==> config.mk <==
export PLATFORM = sky130hd
export DESIGN_NAME = int_mem_rd_resp
export DESIGN_NICKNAME = d
export VERILOG_FILES = /design/src/rtl/int_mem_rd_resp.sv
export SDC_FILE = /design/constraint.sdc
export NUM_CORES = 1
export LEC_CHECK = 0
export ABC_CLOCK_PERIOD_IN_PS = 7930
export BUFFER_PORTS_ARGS = -buffer_cell sky130_fd_sc_hd__buf_2
export CORE_ASPECT_RATIO = 0.9
export CORE_MARGIN = 1.5
export CORE_UTILIZATION = 43
export DETAILED_ROUTE_END_ITERATION = 8
export PLACE_DENSITY = 0.7
export SETUP_SLACK_MARGIN = 0.05
export SLEW_MARGIN = 15
export SYNTH_ARGS = -nofsm -noshare
export SYNTH_HDL_FRONTEND = slang
export SYNTH_SLANG_ARGS = --single-unit
==> constraint.sdc <==
create_clock -name ACLK -period 7.93 [get_ports ACLK]
set_input_delay 0.3965 -clock ACLK [delete_from_list [all_inputs] [get_ports ACLK]]
set_output_delay 0.3965 -clock ACLK [all_outputs]
set_load 0.05 [all_outputs]
==> src/rtl/int_mem_rd_resp.sv <==
// Read-response stage of the AXI internal-memory slave: SRAM read issue, 2-entry response buffer, R channel.
// Optional build macro INT_MEM_RD_DECERR_EN enables the out-of-range DECERR check.
module int_mem_rd_resp #(
    parameter int unsigned ID_WIDTH   = 4,
    parameter int unsigned DATA_WIDTH = 64,
    parameter int unsigned MEM_AW     = 14
) (
    input  logic                  ACLK,
    input  logic                  ARESETn,
    input  logic [31:0]           AddrIn,
    input  logic [ID_WIDTH-1:0]   AddrId,
    input  logic                  AddrLast,
    input  logic                  AddrValid,
    output logic                  MemCs,
    output logic [MEM_AW-1:0]     MemAddr,
    input  logic [DATA_WIDTH-1:0] MemRdData,
    output logic [DATA_WIDTH-1:0] RDATA,
    output logic [ID_WIDTH-1:0]   RID,
    output logic                  RLAST,
    output logic [1:0]            RRESP,
    output logic                  RVALID,
    input  logic                  RREADY,
    output logic                  Overflow
);

    localparam int unsigned BO  = $clog2(DATA_WIDTH / 8);
    localparam int unsigned AHI = MEM_AW + BO;

    localparam logic [1:0] RESP_OKAY   = 2'b00;
    localparam logic [1:0] RESP_DECERR = 2'b11;

    typedef struct packed {
        logic [DATA_WIDTH-1:0] data;
        logic [ID_WIDTH-1:0]   id;
        logic                  last;
        logic [1:0]            resp;
    } rbeat_t;

    logic                w_oor;
    logic                w_unused_addr;
    logic                r_p1_valid;
    logic [ID_WIDTH-1:0] r_p1_id;
    logic                r_p1_last;
    logic                r_p1_err;
    rbeat_t              w_in_beat;
    rbeat_t              w_head;
    rbeat_t              r_buf [2];
    logic                r_wptr;
    logic                r_rptr;
    logic [1:0]          r_count;
    logic [1:0]          w_count_nxt;
    logic                r_overflow;
    logic                w_rvalid;
    logic                w_full;
    logic                w_push;
    logic                w_pop;
    logic                w_drop;

    // Address bits above the SRAM word (within the 1 MiB window) flag an out-of-range beat.
`ifdef INT_MEM_RD_DECERR_EN
    assign w_oor = |(AddrIn[19:0] >> AHI);
`else
    assign w_oor = 1'b0;
`endif

    assign w_unused_addr = ^{AddrIn[31:AHI], AddrIn[BO-1:0]};

    // Stage 0: one SRAM read per accepted beat.
    assign MemCs   = AddrValid & ARESETn & ~w_oor;
    assign MemAddr = AddrIn[AHI-1:BO];

    // Stage 1: beat sideband waits here while the SRAM returns data.
    always_ff @(posedge ACLK) begin
        if (!ARESETn) begin
            r_p1_valid <= 1'b0;
            r_p1_id    <= '0;
            r_p1_last  <= 1'b0;
            r_p1_err   <= 1'b0;
        end else begin
            r_p1_valid <= AddrValid;
            if (AddrValid) begin
                r_p1_id   <= AddrId;
                r_p1_last <= AddrLast;
                r_p1_err  <= w_oor;
            end
        end
    end

    always_comb begin
        w_in_beat.data = r_p1_err ? '0 : MemRdData;
        w_in_beat.id   = r_p1_id;
        w_in_beat.last = r_p1_last;
        w_in_beat.resp = r_p1_err ? RESP_DECERR : RESP_OKAY;
    end

    // Buffer control: a push into a full buffer is only taken when the head leaves the same cycle.
    always_comb begin
        w_rvalid    = (r_count != 2'd0);
        w_full      = (r_count == 2'd2);
        w_pop       = w_rvalid & RREADY;
        w_push      = r_p1_valid & (~w_full | w_pop);
        w_drop      = r_p1_valid & w_full & ~w_pop;
        w_count_nxt = r_count;
        if (w_push && !w_pop) begin
            w_count_nxt = r_count + 2'd1;
        end else if (!w_push && w_pop) begin
            w_count_nxt = r_count - 2'd1;
        end
    end

    always_ff @(posedge ACLK) begin
        if (!ARESETn) begin
            r_count    <= 2'd0;
            r_wptr     <= 1'b0;
            r_rptr     <= 1'b0;
            r_overflow <= 1'b0;
        end else begin
            r_count <= w_count_nxt;
            if (w_push) begin
                r_wptr <= ~r_wptr;
            end
            if (w_pop) begin
                r_rptr <= ~r_rptr;
            end
            if (w_drop) begin
                r_overflow <= 1'b1;
            end
        end
    end

    // Payload storage needs no reset; outputs are masked while the buffer is empty.
    always_ff @(posedge ACLK) begin
        if (w_push) begin
            r_buf[r_wptr] <= w_in_beat;
        end
    end

    assign w_head   = r_buf[r_rptr];
    assign RVALID   = w_rvalid;
    assign RDATA    = w_rvalid ? w_head.data : '0;
    assign RID      = w_rvalid ? w_head.id   : '0;
    assign RLAST    = w_rvalid & w_head.last;
    assign RRESP    = w_rvalid ? w_head.resp : 2'b00;
    assign Overflow = r_overflow;

endmodule

# Word-level counts from Yosys, hierarchy flattened
# Memory sizes are Yosys's and may differ from the RTL's. A register that Yosys moved wholly into a read port is not among the register bits.
# Index checks and enable logic that the tools add are counted.
word_totals:
  input_bits: 105
  mem_bits_rw: 138
  romBits: 0
  ff_bits: 11
  mem_count: 1
  out_inout_bits: 88
  latch_bits: 0
  wordCells: 37
mem_list:
  columns: ["memory", "words", "width", "rd", "rd_ports_with_merged_regs", "write_ports", "line_no", "text"]
  rows:
  - ["r_buf", 2, 69, 1, 1, 1, "47", "rbeat_t r_buf [2];"]
op_classes:
  n_mux: 9
  bitwise: 11
  n_lt_le_gt_ge: 0
  n_addsub: 2
  shift: 0
  div_mod_pow: 0
  mul: 0
  n_reduce_logical: 6
  n_eq_ne: 1
op_table:
  columns: ["op", "count"]
  rows:
  - ["$mux W64", 1]
  - ["$and A1 B1 Y1", 6]
  - ["$mux W2", 3]
  - ["$mux W1", 4]
  - ["$mux W4", 1]
  - ["$not A1 Y1", 4]
  - ["$reduce_bool A2 Y1", 2]
  - ["$add A2 B1 Y2 const B", 1]
  - ["$eq A2 B2 Y1 const B", 1]
  - ["$logic_and A1 B1 Y1", 2]
  - ["$logic_not A1 Y1", 2]
  - ["$sub A2 B1 Y2 const B", 1]
  - ["$or A1 B1 Y1", 1]

# Depth between registers and ports, before layout
logic_depth:
  depth_word: 8
  mapped_depth: 6
  ltp_nobuf: 6

# Least setup slack after synthesis
# No wires, ideal clock.
synth_path:
  path_type: "reg-to-reg"
  start: "register r_count[0]"
  end: "memory r_buf[0][0] (netlist bit), enable pin"
  path_buffers: 0
  setup_ps: 505
  required_time_ps: 7425
  stages_incl_launch_ff: 4
  arrival_time_ps: 3729
  period_less_slack_ps: 4233
  slack_ps: 3697
  cell_sequence: "dfxtp_1 -> nor3b_1 -> nor2b_2 -> nor2b_1"
synth_via:
  elab_chain_cells: 6
  word_cells_on_any_way: 8
  classes_between: "eq/ne (1); mux (2); bitwise (4); reduce/logical (1)"
synth_lines:
  columns: ["element", "line_no", "text"]
  rows:
  - ["start, declared", "50", "logic [1:0] r_count;"]
  - ["start signal, assigned", "118", "r_count <= w_count_nxt;"]
  - ["$reduce_bool A2 Y1 / $eq A2 B2 Y1 (equally long branches)", "98, 99", null]
  - ["$and A1 B1 Y1 / $not A1 Y1 (equally long branches)", "100, 101", null]
  - ["$or A1 B1 Y1 (*)", "101", "w_push = r_p1_valid & (~w_full | w_pop);"]
  - ["$and A1 B1 Y1 (*)", "101", null]
  - ["$mux W1 (*)", "133", "if (w_push) begin"]
  - ["$mux W1 (implied by the code) (*)", "134", "r_buf[r_wptr] <= w_in_beat;"]
  - ["end, declared", "47", null]
# Every way passes the cells marked *; elsewhere a longest branch is shown, timed or not.

==> results.ini <==
[yosys]
ys_seq_elements = 150
synth.distinct_cells = 22
postSynthCellCount = 356
synth_top_cell_area_share_pct = 71.6
yosys-top-cells-area = edfxtp_1, mux2i_1, nor2_1
avgSynthCellArea_um2 = 16.3
yosys_warnings = 0
yosysSeqAreaShare_pct = 75.7
yosysTopAreaCell = edfxtp_1
synth_area_um2 = 5790

[clock_network]
clkLatencyLatePin_ps = 410
clockBufferDepth = 2
postCtsHoldBufs = 0
cts.clk_slew.worst_paths_ps = 60
cts_resized = 0
clock-sinks = 150
postCtsSetupBuffers = 0
htree_levels = 4
cts-root-buf = clkbuf_16
tritoncts = done
cts_buffers = 17

[flow_run]
maxCapViolations = 0

[detailed_routing]
final_antenna_net_count = 0
dr.pass1.iters = 4
post-route-drc-count = 0
via_per_inst = 4.75
finalWirelength_um = 10200
vias = 3191
detail_route.wl_per_cell_um = 15.2
drtIter0Drc = 205

[layout]
fin_util_pct = 54.1
ff_latch_area_um2 = 4390
syn_to_final_growth_pct = 23.9
multiInputGateArea_um2 = 1190
fill_cells = 1102
nets = 597
drive_gt1_share_pct = 36.1
antenna_cells = 0

[hold_path]
worstHoldStart = MemRdData[17]
min_path_type = in -> reg

[floorplanning]
initial_core_util_pct = 43.7
rows = 40
core_um2 = 13300
die_h_um = 113
io_pins = 193
die_area_um2 = 14200
chipWidth_um = 125

[power_and_ir_drop]
internal_power_mw = 1.76
p_sw_mw = 1.27
p_clk_share_pct = 28.2
vdd_drop_max_mv = 0.186
swShare_pct = 42.0
seqPwrFrac_pct = 32.2
power_density_nw_per_um2 = 422
power_frac_comb_pct = 39.6
p_leak_nw = 2.75

[place]
dpl.hpwl_um = 6320
gp_congestion = 0.696
portBuffers = 144
preCtsSetupSlack_ps = 5280

[global_route]
grt_pass1_vias = 3337
antenna_found_initial = 0
grt_max_degree = 70
grt_overflow = 0
grtUsageTotal_pct = 15.0
grt_pass1_wl_um = 16400

[timing]
setup_violations = 0
final_hold_viol_count = 0
fin_crit_sh_pct = 35.4
finalSetupTns_ps = 0
fin_ws_ps = 5120
grt_setup_unrepaired = false
slew_headroom_pct = 35.7
fin_skew_ps = 6.86
min_period_ps = 2810
tightest_slew_ps = 965
drv_slew = 0
max_freq_mhz = 356
holdWs_ps = 173

[worst_setup_path]
crit_required_ps = 7530
crit_path_start_kind = flip-flop
crit_path_end_kind = output pin
worstPathArrival_ps = 2410
path_max_fanout = 39
rr_startpoint = r_count[0]$_SDFFE_PN0P_
crit_type = reg -> out

[status]
status = finished, final reports clean

-- registers in the layout, summed over array words and instances, names as in the netlist, named ones only --
name,flops
r_p1_last,1
r_buf,138
r_wptr,1
r_p1_id,4
r_count,2
r_rptr,1
Overflow,1
r_p1_valid,1
-- stage by stage --
| step | power (mW) | area [um2] | cells |
|---|---|---|---|
| final | 3.03 | 7180 | 672 |
| after floorplan | 1.98 | 5790 | 357 |
| after global placement | 2.20 | 6540 | 640 |
| after detailed placement | 2.21 | 6540 | 640 |
| after CTS | 3.07 | 7180 | 672 |
| after global routing | 3.15 | 7180 | 672 |
-- worst max-delay path, stage by stage, from the launching register on --
cell and delay (ps):
dfxtp_4 690, buf_4 650, mux2i_1 190, nor2_1 140, buf_2 280
-- logic make-up after synthesis --
| group | synth area share, % |
|---|---|
| other | 0.0648 |
| AOI/OAI and AO/OA | 0.346 |
| and+or+nand+nor | 6.12 |
| adders and majority gates | 0.216 |
| xor gates and xnor gates | 0.454 |
| muxes | 13.0 |
| DFF | 75.7 |
| buffers and inverters | 4.13 |
-- synth_stat cells --
master    count
o21ai_0       2
nand2b_1      1
buf_8         1
nor2b_1       1
ha_1          1
edfxtp_1    138
conb_1        1
nor3b_1       1
nor2b_2       1
inv_1         1
xor2_1        3
and2_1        3
nand2_1       1
buf_4        22
nor2_1       79
clkinv_1      1
mux2i_1      75
buf_2         8
a21oi_1       2
buf_6         1
dfxtp_1      12
or3_1         1
-- cells in the final DEF (no fill, tap or decap), drive strengths merged, types with 5 or more instances in the layout --
cell type / netlist / final
buf: 32 / 147
dfxtp: 12 / 12
edfxtp: 138 / 138
bufinv: 0 / 5
clkbuf: 0 / 19
mux2i: 75 / 75
nor2: 79 / 79
clkinvlp: 0 / 6
-- layer usage --
layer,GRT usage [%],vias to the layer above,share of wire (%)
li1,-,1544,-
met1,18.4,1523,44
met2,24.2,98,48
met3,4.87,26,5.5
met4,7.42,0,2.3
met5,0,-,0
-- area by class of cell --
type / instances / share of cell area [%]
sequential: 150 / 61.2
multi-input combinational: 173 / 16.6
timing repair buffer: 147 / 10.4
clock buffer: 19 / 6.03
tap: 168 / 2.93
clock inverter: 13 / 2.86
inverter: 2 / 0.105
-- power by group through the flow --
stage               combinational, mW  sequential (mW)  clock, mW
floorplan                        1.02            0.957          0
global placement                 1.21            0.990          0
detailed placement               1.21            0.993          0
CTS                              1.22            0.976      0.874
global route                     1.27            0.984      0.904
finish                           1.20            0.975      0.856
-- final timing paths --
check	end	slack, ps	cells after the start
max	RDATA[45]	5120	4
min	r_buf[1][22]$_DFFE_PP_	170	1
max reg2reg	r_buf[0][31]$_DFFE_PP_	5360	4
min reg2reg	r_buf[0][3]$_DFFE_PP_	460	0
(Power assumes the default switching activity.)
